[config.mk]
export PLATFORM = sky130hd
export DESIGN_NAME = asp_irq_aggregator
export DESIGN_NICKNAME = d
export VERILOG_FILES = /design/src/rtl/dc_bsp_pkg.sv /design/src/rtl/asp_irq_line.sv /design/src/rtl/asp_irq_aggregator.sv
export SDC_FILE = /design/constraint.sdc
export NUM_CORES = 1
export LEC_CHECK = 0
export CAP_MARGIN = 10
export CORE_UTILIZATION = 45
export DETAILED_ROUTE_END_ITERATION = 7
export PLACE_DENSITY = 0.76
export SLEW_MARGIN = 20
export SYNTH_ARGS = -nofsm -noshare
export SYNTH_HDL_FRONTEND = slang
export SYNTH_SLANG_ARGS = --single-unit
[constraint.sdc]
create_clock -name clk -period 9.73 [get_ports clk]
set_clock_uncertainty 0.05 [all_clocks]
set_input_delay 1.946 -clock clk [delete_from_list [all_inputs] [get_ports clk]]
set_output_delay 1.946 -clock clk [all_outputs]
set_load 0.05 [all_outputs]
[src/rtl/dc_bsp_pkg.sv]
// Board-support shared definitions: interrupt line allocation, ASP irq CSR word
// offsets and the aggregator delivery FSM state type.
package dc_bsp_pkg;

    localparam int BSP_NUM_INTERRUPT_LINES = 4;
    localparam int BSP_DMA_0_IRQ_BIT       = 0;
    localparam int BSP_KERNEL_IRQ_BIT      = 1;
    localparam int BSP_DMA_1_IRQ_BIT       = 2;

    localparam logic [2:0] ASP_IRQ_CSR_RAW     = 3'd0;
    localparam logic [2:0] ASP_IRQ_CSR_ENABLE  = 3'd1;
    localparam logic [2:0] ASP_IRQ_CSR_PENDING = 3'd2;
    localparam logic [2:0] ASP_IRQ_CSR_MODE    = 3'd3;
    localparam logic [2:0] ASP_IRQ_CSR_HOLDOFF = 3'd4;
    localparam logic [2:0] ASP_IRQ_CSR_COUNT   = 3'd5;

    typedef enum logic [1:0] {
        IRQ_IDLE,
        IRQ_ASSERT,
        IRQ_HOLDOFF
    } asp_irq_state_e;

endpackage

[src/rtl/asp_irq_line.sv]
// One interrupt pending cell: optional rising-edge detect, level/edge set,
// write-one-to-clear, with a set in the same cycle taking priority over clear.
module asp_irq_line #(
    parameter bit EDGE_MODE = 1'b1
) (
    input  logic clk_i,
    input  logic rst_i,
    input  logic irq_i,
    input  logic clr_i,
    output logic pending_o
);

    logic set;
    logic pending_q;
    logic pending_d;

    if (EDGE_MODE) begin : g_edge
        // History starts at 0 so a line already high at reset release counts as one edge.
        logic irq_q;
        always_ff @(posedge clk_i or posedge rst_i) begin
            if (rst_i) begin
                irq_q <= 1'b0;
            end else begin
                irq_q <= irq_i;
            end
        end
        assign set = irq_i & ~irq_q;
    end else begin : g_level
        assign set = irq_i;
    end

    assign pending_d = set | (pending_q & ~clr_i);

    always_ff @(posedge clk_i or posedge rst_i) begin
        if (rst_i) begin
            pending_q <= 1'b0;
        end else begin
            pending_q <= pending_d;
        end
    end

    assign pending_o = pending_q;

endmodule

[src/rtl/asp_irq_aggregator.sv]
// ASP interrupt aggregator: per-line pending cells, AVMM CSR block and a
// req/ack host interrupt FSM with coalescing hold-off and delivery counter.
module asp_irq_aggregator
    import dc_bsp_pkg::*;
#(
    parameter int          NUM_IRQ_LINES  = BSP_NUM_INTERRUPT_LINES,
    parameter int          NUM_IRQ_USED   = BSP_DMA_1_IRQ_BIT + 1,
    parameter logic [31:0] EDGE_MODE_MASK = (32'd1 << BSP_DMA_0_IRQ_BIT) |
                                            (32'd1 << BSP_KERNEL_IRQ_BIT) |
                                            (32'd1 << BSP_DMA_1_IRQ_BIT),
    parameter logic [31:0] ENABLE_RESET   = 32'd1 << BSP_KERNEL_IRQ_BIT,
    parameter int          CSR_DATA_WIDTH = 64,
    parameter int          HOLDOFF_WIDTH  = 16
) (
    input  logic                          clk,
    input  logic                          reset,
    input  logic [NUM_IRQ_LINES-1:0]      irq_in,
    input  logic [2:0]                    csr_address,
    input  logic                          csr_read,
    input  logic                          csr_write,
    input  logic [CSR_DATA_WIDTH-1:0]     csr_writedata,
    input  logic [CSR_DATA_WIDTH/8-1:0]   csr_byteenable,
    output logic [CSR_DATA_WIDTH-1:0]     csr_readdata,
    output logic                          csr_readdatavalid,
    output logic                          csr_waitrequest,
    output logic                          irq_req,
    input  logic                          irq_ack
);

    localparam logic [63:0] USED_ALL = (64'd1 << NUM_IRQ_USED) - 64'd1;
    localparam logic [NUM_IRQ_LINES-1:0] USED_MASK = USED_ALL[NUM_IRQ_LINES-1:0];
    localparam logic [NUM_IRQ_LINES-1:0] MODE_VAL  = EDGE_MODE_MASK[NUM_IRQ_LINES-1:0] & USED_MASK;
    localparam logic [NUM_IRQ_LINES-1:0] EN_RST    = ENABLE_RESET[NUM_IRQ_LINES-1:0];
    localparam logic [31:0]              COUNT_MAX = '1;

    logic [CSR_DATA_WIDTH-1:0] wmask;
    logic                      wr_enable;
    logic                      wr_pending;
    logic                      wr_holdoff;
    logic [NUM_IRQ_LINES-1:0]  clr;
    logic [NUM_IRQ_LINES-1:0]  pending;
    logic [NUM_IRQ_LINES-1:0]  enable_q,  enable_d;
    logic [HOLDOFF_WIDTH-1:0]  holdoff_q, holdoff_d;
    logic [HOLDOFF_WIDTH-1:0]  hcnt_q,    hcnt_d;
    logic [31:0]               count_q,   count_d;
    asp_irq_state_e            state_q,   state_d;
    logic [CSR_DATA_WIDTH-1:0] readdata_q, readdata_d;
    logic                      rvalid_q;
    logic                      unused_bits;

    always_comb begin
        wmask = '0;
        for (int b = 0; b < CSR_DATA_WIDTH / 8; b++) begin
            wmask[b*8 +: 8] = {8{csr_byteenable[b]}};
        end
    end

    assign wr_enable  = csr_write && (csr_address == ASP_IRQ_CSR_ENABLE);
    assign wr_pending = csr_write && (csr_address == ASP_IRQ_CSR_PENDING);
    assign wr_holdoff = csr_write && (csr_address == ASP_IRQ_CSR_HOLDOFF);

    assign clr = wr_pending ? (csr_writedata[NUM_IRQ_LINES-1:0] & wmask[NUM_IRQ_LINES-1:0]) : '0;

    for (genvar i = 0; i < NUM_IRQ_LINES; i++) begin : g_line
        if (i < NUM_IRQ_USED) begin : g_used
            asp_irq_line #(
                .EDGE_MODE (EDGE_MODE_MASK[i])
            ) u_line (
                .clk_i     (clk),
                .rst_i     (reset),
                .irq_i     (irq_in[i]),
                .clr_i     (clr[i]),
                .pending_o (pending[i])
            );
        end else begin : g_unused
            assign pending[i] = 1'b0;
        end
    end

    always_comb begin
        enable_d  = enable_q;
        holdoff_d = holdoff_q;
        if (wr_enable) begin
            enable_d = (enable_q & ~wmask[NUM_IRQ_LINES-1:0]) |
                       (csr_writedata[NUM_IRQ_LINES-1:0] & wmask[NUM_IRQ_LINES-1:0]);
        end
        if (wr_holdoff) begin
            holdoff_d = (holdoff_q & ~wmask[HOLDOFF_WIDTH-1:0]) |
                        (csr_writedata[HOLDOFF_WIDTH-1:0] & wmask[HOLDOFF_WIDTH-1:0]);
        end
    end

    always_comb begin
        readdata_d = '0;
        case (csr_address)
            ASP_IRQ_CSR_RAW:     readdata_d = CSR_DATA_WIDTH'(irq_in & USED_MASK);
            ASP_IRQ_CSR_ENABLE:  readdata_d = CSR_DATA_WIDTH'(enable_q & USED_MASK);
            ASP_IRQ_CSR_PENDING: readdata_d = CSR_DATA_WIDTH'(pending);
            ASP_IRQ_CSR_MODE:    readdata_d = CSR_DATA_WIDTH'(MODE_VAL);
            ASP_IRQ_CSR_HOLDOFF: readdata_d = CSR_DATA_WIDTH'(holdoff_q);
            ASP_IRQ_CSR_COUNT:   readdata_d = CSR_DATA_WIDTH'(count_q);
            default:             readdata_d = '0;
        endcase
    end

    // Once asserted, the request is held until the host acks, whatever happens to PENDING/ENABLE.
    always_comb begin
        state_d = state_q;
        hcnt_d  = hcnt_q;
        count_d = count_q;
        case (state_q)
            IRQ_IDLE: begin
                if (|(pending & enable_q)) begin
                    state_d = IRQ_ASSERT;
                end
            end
            IRQ_ASSERT: begin
                if (irq_ack) begin
                    count_d = (count_q == COUNT_MAX) ? count_q : count_q + 32'd1;
                    hcnt_d  = holdoff_q;
                    state_d = IRQ_HOLDOFF;
                end
            end
            IRQ_HOLDOFF: begin
                if (hcnt_q == '0) begin
                    state_d = IRQ_IDLE;
                end else begin
                    hcnt_d = hcnt_q - HOLDOFF_WIDTH'(1);
                end
            end
            default: state_d = IRQ_IDLE;
        endcase
    end

    always_ff @(posedge clk or posedge reset) begin
        if (reset) begin
            enable_q   <= EN_RST;
            holdoff_q  <= '0;
            hcnt_q     <= '0;
            count_q    <= '0;
            state_q    <= IRQ_IDLE;
            readdata_q <= '0;
            rvalid_q   <= 1'b0;
        end else begin
            enable_q   <= enable_d;
            holdoff_q  <= holdoff_d;
            hcnt_q     <= hcnt_d;
            count_q    <= count_d;
            state_q    <= state_d;
            readdata_q <= csr_read ? readdata_d : '0;
            rvalid_q   <= csr_read;
        end
    end

    assign csr_readdata      = readdata_q;
    assign csr_readdatavalid = rvalid_q;
    assign csr_waitrequest   = 1'b0;
    assign irq_req           = (state_q == IRQ_ASSERT);

    assign unused_bits = ^{csr_writedata, wmask, clr};

endmodule

Yosys cells after proc, flatten, opt, wreduce, memory -nomap -nowiden:

Cells that the tools add are included.

* logic and storage cells: 73
* bits of input ports: 84
* bits in registers: 141
* output and inout bits: 67

* $add $sub $neg: 2
* equality and inequality tests: 12
* bitwise logic cells: 25
* muxes and demuxes: 10
* reduce and logical (&&, ||, !) cells: 11

Operators with widths (number)
* one-hot mux 32 bit (6 select lines): 1
* two-way mux 64 bit: 1
* adder 32 x 1 -> 32 bit (second input constant): 1
* bitwise AND 16 bit: 2
* == test 32 bit (second input constant): 1
* two-way mux 16 bit: 2
* one-hot mux 16 bit (2 select lines): 1
* logical NOT 16 bit: 1
* inverter 16 bit: 1
* bitwise OR 16 bit: 1
* subtractor 16 x 1 -> 16 bit (second input constant): 1
* AND reduction 3 bit: 3
* bitwise AND 4 bit: 2
* inverter 1 bit: 7
* bitwise AND 1 bit: 6
* == test 3 x 2 -> 1 bit (second input constant): 2
* == test 3 bit (second input constant): 2
* two-way mux 2 bit: 3
* inequality test 2 bit (second input constant): 3
* one-hot mux 2 bit (3 select lines): 1
* bitwise AND 3 x 4 -> 4 bit: 1
* inverter 4 bit: 1
* bitwise OR 4 bit: 1
* OR reduction 4 bit: 1
* 10 further kinds: 14

Logic depth before layout (Yosys ltp):

Gate-level depths: netlist (run 1).

* depth in word-level cells: 6
* depth in mapped cells: 9
* gate-level depth less buffers: 7

By module:

From an unflattened synthesis (run 1), not the netlist that was laid out.

* cells, all modules: 497
* area, all modules: 5258.8 µm²

Modules (own cells, without submodules)
* asp_irq_aggregator: seq. area each 2553.7 µm², cells each 479, instances 1, area an instance 5037.3 µm²
* asp_irq_line: seq. area each 50.0 µm², cells each 6, instances 3, area an instance 73.8 µm²

Least setup slack after synthesis (run 1):

Ideal clock, no wire load.

* kind: input to register
* start: input port irq_ack
* end: register count_q[30]
* path buffers: 2
* data arrival time: 3.209 ns
* setup time: 0.080 ns
* stages on the path: 7
* required time: 9.600 ns
* path slack: 6.391 ns
* path through: and2_1 -> clkbuf_1 -> nand3_1 -> or4b_1 -> buf_6 -> nor3_4 -> xnor2_1

* word-level cells in the longest chain between the ends: 1

RTL lines
* start: declaration: line asp_irq_aggregator.sv:27 `input logic irq_ack`
* AND reduction 3 bit (no source line)
* end signal: assignment: line asp_irq_aggregator.sv:148 `count_q <= count_d;`
* end: declaration: line asp_irq_aggregator.sv:45 `logic [31:0] count_q, count_d;`

Every way passes these cells.
A chain may end at the register's enable or synchronous reset.

Worst setup path in the final report (run 1):

* start: input port irq_ack
* end: register hcnt_q[8]

* word-level cells in the longest chain between the ends: 2

RTL lines
* inequality test 2 x 1 -> 1 bit (no source line)
* AND reduction 3 bit (no source line)
* end signal: assignment: line asp_irq_aggregator.sv:147 `hcnt_q <= hcnt_d;`
* end: declaration: line asp_irq_aggregator.sv:44 `logic [HOLDOFF_WIDTH-1:0] hcnt_q, hcnt_d;`

Every way passes these cells.

==> summary.md, run 1 <==
| Metric | Value |
|---|---|
| Cell internal power dissipation | between 800 and 900 uW |
| Most repeated cell in the gate-level netlist after synthesis | dfrtp_1 |
| Antenna diode count | 0 |
| PD cells | approximately 220 nW/um^2 |
| DRC Markers | 0 |
| Hold depth | 2 |
| Pin count of the biggest net entering global routing | between 70 and 80 |
| Class of the worst hold path | reg2reg |
| Final net count | 650 |
| Top delay family on crit path | simple AND/OR/NAND/NOR gates |
| Number of pins exceeding their max-slew limit in the final report | 0 |
| Critical Path End Type | flop |
| Endpoint required time on the critical path | 9920 ps |
| Crit path buf inv count | 1 |
| Number of antenna violations at the first check in global routing | 0 |
| Share of the synthesized area in the top cell type | 0.506 |
| Hold Path Sink | hcnt_q[14] |
| Finished layout cell area | about 6200 um^2 |
| Worst-path fanout max | 13 |
| Minimum clock period after layout | ~4000 ps |
| Routed WL per cell | 15.1 um |
| Detailed Route Iter0 Violations | 219 |
| Port Buffers | 62 |
| Clock tree from TritonCTS | yes |
| Power spent charging and discharging nets | just under 500 uW |
| Final-report setup violation count | 0 |
| Hold buffer count at cts | 0 |
| H-Tree Level Count | 3 |
| Endpoint of the worst register-to-register path | hcnt_q[8] |
| Worst reg2reg setup slack | just over 7000 ps |
| Clock insertion delay at the later pin of the skew report | around 350 ps |
| Largest area contributor in the netlist | dfrtp_1 |
| Share of power burned in the clock network | 0.273 |
| Number of fill cells | between 900 and 1k |
| Worst slew margin | 0.355 |
| Clk sinks | between 100 and 150 |
| Sw Share | 0.353 |
| # Max-Cap Violations | 0 |
| Clock-pin slew reported for the worst setup and hold paths after clock tree synthesis | about 70 ps |
| Post-synth design cell area | between 5000 and 6000 um^2 |
| Die Area | approximately 12000 um^2 |
| Grt total ovfl | 0 |
| Worst hold margin | ~470 ps |
| Root buffer cell | clkbuf_16 |
| Share of layout cells above drive strength 1 | 0.102 |
| Worst supply voltage drop on vdd | 156 uV |
| Total Negative Setup Slacks | 0 ps |
| Count of state elements after synthesis | 108 |
| Final std cells w/o fill | approximately 710 |
| Relative contribution of sequential cells to total power | 0.434 |
| Arr. time, crit path | between 4000 and 5000 ps |
| Initial Util | 0.463 |
| Worst reg2reg startpoint | state_q[1] |
| Period Utilization, post-route | 0.410 |
| Top post-synthesis cells by area | dfrtp_1, buf_4, mux2_2 |
| Maximum number of buffers from clock root to sink | 2 |
| Final weighted congestion in routability-driven placement | 0.892 |
| Utilization after layout | 0.544 |
| Synthesized area per cell | roughly 10 um^2 |
| Primary FF master, synth | dfrtp_1 |
| Static power due to leakage | around 2.8 nW |
| Number of flops mapped to enable cells by yosys | 0 |
| FFs w/ async S/R, synth | 1.00 |
| Num rows | 39 |
| Slew at the pin with the worst max-slew slack | ~960 ps |
| Beginning of the worst hold path | hcnt_q[14] |
| Worst reg-to-reg path cell count | 7 |
| Sort of element at the start of the critical path | input port |
| Total vias in the final route | around 3.9k |
| Number of gates given a new drive strength after cts | 0 |
| CTS buffer count | 9 |
| Postcts setup bufs | 0 |
| Core Region | approximately 11000 um^2 |
| Post-synthesis sequential area ratio | 0.511 |
| First-pass GRT wire length | about 18000 um |
| Count of antenna-violating nets left after detailed routing | 0 |
| Number of global-route vias before repair | between 3k and 4k |
| Setup repair after global routing missed its margin | false |
| Slowest stage delay, CP | approximately 800 ps |
| Total wire length after detailed routing | around 11000 um |
| Total Routing Usage GR | 0.187 |
| Ratio of routed vias to standard cells | approximately 5.5 |
| Status | finished, final reports clean |
| Critical Path Stages | 6 |
| Chip width | between 100 and 150 um |
| Slowest stage cell on the critical path | a31oi_1 |
| Cells along the critical path | clkdlybuf4s50_1 -> nand2b_1 -> nand2_1 -> a31oi_1 -> nor2_1 -> nor4_1 |
| Total number of yosys warnings | 0 |
| Post-detailed-placement cell area | ~5900 um^2 |
| Layout area overhead | 17.6% |
| Highest clock rate | between 0.2 and 0.3 GHz |
| Ports placed on the boundary | around 150 |
| Top cells by instance count after synthesis | dfrtp_1, nand2_1, nor2_1 |
| Distinct cell type count after synthesis | between 50 and 60 |
| Path type of the worst setup path | in2reg |
| Final Hold Viols | 0 |
| Gate count after technology mapping | 504 |
| Number of cells in the design after placement | slightly below 700 |
| Comb pwr share | 0.293 |
| Drt first pass iters | 5 |
| Half-perimeter wire length of the detailed placement result | 7650 um |
| DIE HEIGHT | 110 um |
-- stage by stage --
stage          power (mW)  worst slack (ps)
5_1_grt              1.46              5540
6_report             1.38              5740
2_1_floorplan       0.915              4890
3_3_place_gp        0.983              5490
4_1_cts              1.38              5750
3_5_place_dp         1.00              5420
-- worst min-delay path, stage by stage (launching register included) --
cell and delay (ps):
dfrtp_1 350, o21ai_0 80, nand2_1 60
-- power by group through the flow --
| stage | logic, mW | registers (mW) | clock network (mW) |
|---|---|---|---|
| 5_1_grt | 0.450 | 0.609 | 0.403 |
| 6_report | 0.405 | 0.599 | 0.376 |
| 2_1_floorplan | 0.324 | 0.591 | 0 |
| 3_5_place_dp | 0.399 | 0.604 | 0 |
| 4_1_cts | 0.402 | 0.596 | 0.384 |
| 3_3_place_gp | 0.383 | 0.600 | 0 |
-- kinds of logic (layout without fill, tap and decap cells) --
family | after synthesis | after routing | synth area share
compound gates | 79 | 79 | 0.0956
xor+xnor | 30 | 30 | 0.0497
fa+ha+maj | 5 | 5 | 0.0118
buf+inv | 70 | 100 | 0.0750
flops | 108 | 108 | 0.511
mux | 35 | 35 | 0.0715
other cells | 1 | 33 | 0.000709
simple gates | 176 | 176 | 0.184
-- cell type report --
class	count	area [um^2]	area share
inverter	19	73.8	0.0119
clock inverter	5	57.6	0.00926
tap	143	179	0.0288
clock buffer	11	253	0.0407
sequential	108	2700	0.435
timing repair buffer	65	643	0.103
multi-input combinational	358	2310	0.371
-- worst max path at each step --
stage | start | end | slack [ps]
2_1_floorplan | reset | asynchronous set/reset pin | 4890
3_3_place_gp | irq_ack | hcnt_q[0] | 5490
3_5_place_dp | irq_ack | hcnt_q[8] | 5420
4_1_cts | state_q[1] | irq_req | 5750
5_1_grt | irq_ack | hcnt_q[8] | 5540
6_report | irq_ack | hcnt_q[8] | 5740
-- placed cells by master, fill, tap and decap left out, drive strengths merged, types with 2 or more instances in the layout --
cell type      synthesis  final
a2bb2oi                4      4
conb                   1     33
or3                    2      2
mux2i                 13     13
clkdlybuf4s50          0     62
or4                    2      2
clkbuf                14     11
dfrtp                107    107
o22ai                  8      8
a211oi                 3      3
clkinv                 1      4
buf                   37      3
a22oi                  6      6
a31oi                  9      9
o21ai                 15     15
mux2                  22     22
and2                  18     18
a22o                   3      3
o32ai                  3      3
nand2                 36     36
nor3b                  2      2
o211ai                 3      3
inv                   18     19
nand4                 12     12
nand2b                 3      3
a21oi                 21     21
nor2b                  4      4
nor4                  11     11
and3                   6      6
and4                   4      4
ha                     5      5
xnor2                 21     21
xor2                   9      9
nor2                  37     37
nor3                  13     13
nand3                 22     22
-- routing by layer --
metal / global-route usage / vias to the layer above / wire, um
li1: - / 1821 / -
met3: 0.0324 / 22 / 616
met4: 0.0862 / 0 / 276
met2: 0.308 / 167 / 5240
met1: 0.239 / 1884 / 4600
met5: 0 / - / 0
Power figures use the tool's default switching activity.
==> run 2: changes to the inputs <==
Clock period 9.73 ns to 4 ns, I/O delays scaled along.
==> run 2 against run 1 <==
  * Wire length shrank 1.1%
  * Highest routed layer unchanged
  * Non-clock buffer count grew 3
  * Die area is the same
  * Design area grew 1.1%
  * Sequential power grew 140%
  * Utilization grew 0.61 points
  * Clock power grew to 2.8 times the previous value
  * Cell count grew 0.42%
  * Sequential share of layout area shrank 0.48 points
  * Hold slack lost 21 ps
  * Largest cell class unchanged
  * Power grew to 2.5 times the previous value
  * Combinational power grew 150%
==> summary.md, run 2 (synthesized netlist as in run 1, its figures left out) <==
| Metric | Value |
|---|---|
| Status | finished, final reports clean |
| Final weighted congestion in routability-driven placement | 0.878 (-1.5%) |
| Total power draw | 3.50 mW (+150%) |
| Worst hold margin | 451 ps (-20.8 ps) |
| Maximum number of buffers from clock root to sink | 2 (unchanged) |
| Worst slew margin | 0.530 (+0.175) |
| Final Hold Viols | 0 (unchanged) |
| Clk sinks | 108 (unchanged) |
| Total Negative Setup Slacks | 0 ps (unchanged) |
| Root buffer cell | clkbuf_16 |
| First-pass GRT wire length | 18100 um (-1.1%) |
| Comb pwr share | 0.285 (-0.008) |
| Crit path buf inv count | 2 (+1) |
| Number of antenna violations at the first check in global routing | 0 (unchanged) |
| Highest clock rate | 0.356 GHz |
| Relative contribution of sequential cells to total power | 0.415 (-0.019) |
| Postcts setup bufs | 0 (unchanged) |
| Initial Util | 0.463 (unchanged) |
| Share of power burned in the clock network | 0.299 (+0.026) |
| Die Area | 12200 um^2 (unchanged) |
| Count of antenna-violating nets left after detailed routing | 0 (unchanged) |
| Core Region | 11400 um^2 (unchanged) |
| Cells along the critical path | inv_1 -> ha_1 -> clkdlybuf4s50_1 |
| Critical Path End Type | output pin |
| # Max-Cap Violations | 0 (unchanged) |
| Final net count | 653 (+0.46%) |
| Pin count of the biggest net entering global routing | 58 (-23%) |
| Grt total ovfl | 0 (unchanged) |
| Minimum clock period after layout | between 2000 and 3000 ps |
| Most frequent cells in the layout | dfrtp_1, clkdlybuf4s50_1, nand2_1 |
| Slowest stage delay, CP | 840 ps (+30 ps) |
| Half-perimeter wire length of the detailed placement result | 7730 um (+0.94%) |
| Ports placed on the boundary | 151 (unchanged) |
| Static power due to leakage | 2.80 nW (+1.2%) |
| Clock tree from TritonCTS | yes |
| Drt first pass iters | 4 (-1) |
| Hold buffer count at cts | 0 (unchanged) |
| Power spent charging and discharging nets | 1.20 mW (+150%) |
| Clock insertion delay at the later pin of the skew report | 350 ps (about the same) |
| Number of fill cells | 987 (+1.0%) |
| Antenna diode count | 0 (unchanged) |
| Routed WL per cell | 14.9 um (-1.5%) |
| H-Tree Level Count | 3 (unchanged) |
| Worst-path fanout max | 5 (-8) |
| Total vias in the final route | 3755 (-3.6%) |
| Slowest stage cell on the critical path | clkdlybuf4s50_1 |
| Clock-pin slew reported for the worst setup and hold paths after clock tree synthesis | 70 ps (about the same) |
| Number of global-route vias before repair | 3762 (-2.2%) |
| PD cells | 556 nW/um^2 (+150%) |
| Number of gates given a new drive strength after cts | 0 (unchanged) |
| Path type of the worst setup path | reg2out |
| Class of the worst hold path | reg2reg |
| Share of layout cells above drive strength 1 | 0.107 (+0.00473) |
| Number of cells in the design after placement | 696 (+0.43%) |
| Period Utilization, post-route | 0.702 |
| Total Routing Usage GR | 0.184 (-0.00259) |
| Top delay family on crit path | buffers and inverters |
| Port Buffers | 62 (unchanged) |
| Sort of element at the start of the critical path | flop |
| Cell internal power dissipation | 2.30 mW (+160%) |
| DRC Markers | 0 (unchanged) |
| Worst supply voltage drop on vdd | 404 uV (+160%) |
| Final std cells w/o fill | 712 (+0.42%) |
| CTS buffer count | 9 (unchanged) |
| Detailed Route Iter0 Violations | 172 (-21%) |
| Final-report setup violation count | 0 (unchanged) |
| Endpoint required time on the critical path | 3150 ps (-6770 ps) |
| Slew at the pin with the worst max-slew slack | 704 ps (-258 ps) |
| Num rows | 39 (unchanged) |
| Sw Share | 0.343 (-0.0105) |
| Leading cell type in the layout, fill and taps excluded | dfrtp_1 |
| Setup repair after global routing missed its margin | false |
| Total wire length after detailed routing | 10600 um (-1.1%) |
| Layout area overhead | 18.9% |
| Number of pins exceeding their max-slew limit in the final report | 0 (unchanged) |
| Post-detailed-placement cell area | 5930 um^2 (+0.38%) |
| Chip width | 110 um (unchanged) |
| DIE HEIGHT | 110 um (unchanged) |
| Ratio of routed vias to standard cells | 5.27 (-4.0%) |
| Arr. time, crit path | 1960 ps (-2220 ps) |
| Finished layout cell area | 6290 um^2 (+1.1%) |
[run 2: changes by cell type in the layout (fill, tap and decap cells not counted), sizes merged]
cell,change
clkinv,-2
inv,+1
bufinv,+2
buf,+3
clkbuf,-1
[run 2: worst paths after layout]
kind                       startpoint                          to  slack (ps)  cells past startpoint
min in group asynchronous       reset            csr_readdata[25]         870                      2
max in group asynchronous       reset  asynchronous set/reset pin        2200                      3
hold / removal             hcnt_q[14]                  hcnt_q[14]         450                      2
setup reg to reg           state_q[1]                 count_q[30]        1670                      7
hold reg to reg            hcnt_q[14]                  hcnt_q[14]         450                      2
setup / recovery           state_q[1]                     irq_req        1190                      3
[run 2: power groups by stage]
stage / Clock (mW) / Combinational (mW) / Sequential (mW)
floorplan: 0 / 0.788 / 1.44
global placement: 0 / 0.954 / 1.46
detailed placement: 0 / 0.996 / 1.47
CTS: 1.06 / 0.999 / 1.45
global route: 1.12 / 1.12 / 1.48
finish: 1.05 / 0.998 / 1.45
[run 2: stage by stage]
| stage | worst slack, ps | util |
|---|---|---|
| floorplan | 306 | - |
| global placement | 1030 | 0.519 |
| detailed placement | 948 | 0.519 |
| CTS | 1180 | 0.551 |
| global route | 1110 | 0.551 |
| finish | 1190 | 0.551 |
[run 2: cell type report]
| cell class | instances | area [um^2] | share of cell area |
|---|---|---|---|
| multi-input cells | 358 | 2310 | 0.367 |
| inverters | 19 | 73.8 | 0.0117 |
| clock inverters | 6 | 119 | 0.0189 |
| flip-flops and latches | 108 | 2700 | 0.430 |
| clock buffers | 10 | 239 | 0.0380 |
| well taps | 143 | 179 | 0.0285 |
| repair buffers | 68 | 666 | 0.106 |
[run 2: metal layers]
layer  GRT usage  part of all wire  up-vias
li1            -                 -     1833
met1       0.244              0.45     1801
met2       0.301              0.49      105
met3      0.0384             0.044       16
met4      0.0604             0.018        0
met5           0                 0        -
[run 2: tightest hold or removal path, cell delays in order (launching register included)]
cell	delay (ps)
dfrtp_1	340
o21ai_0	80
nand2_1	60
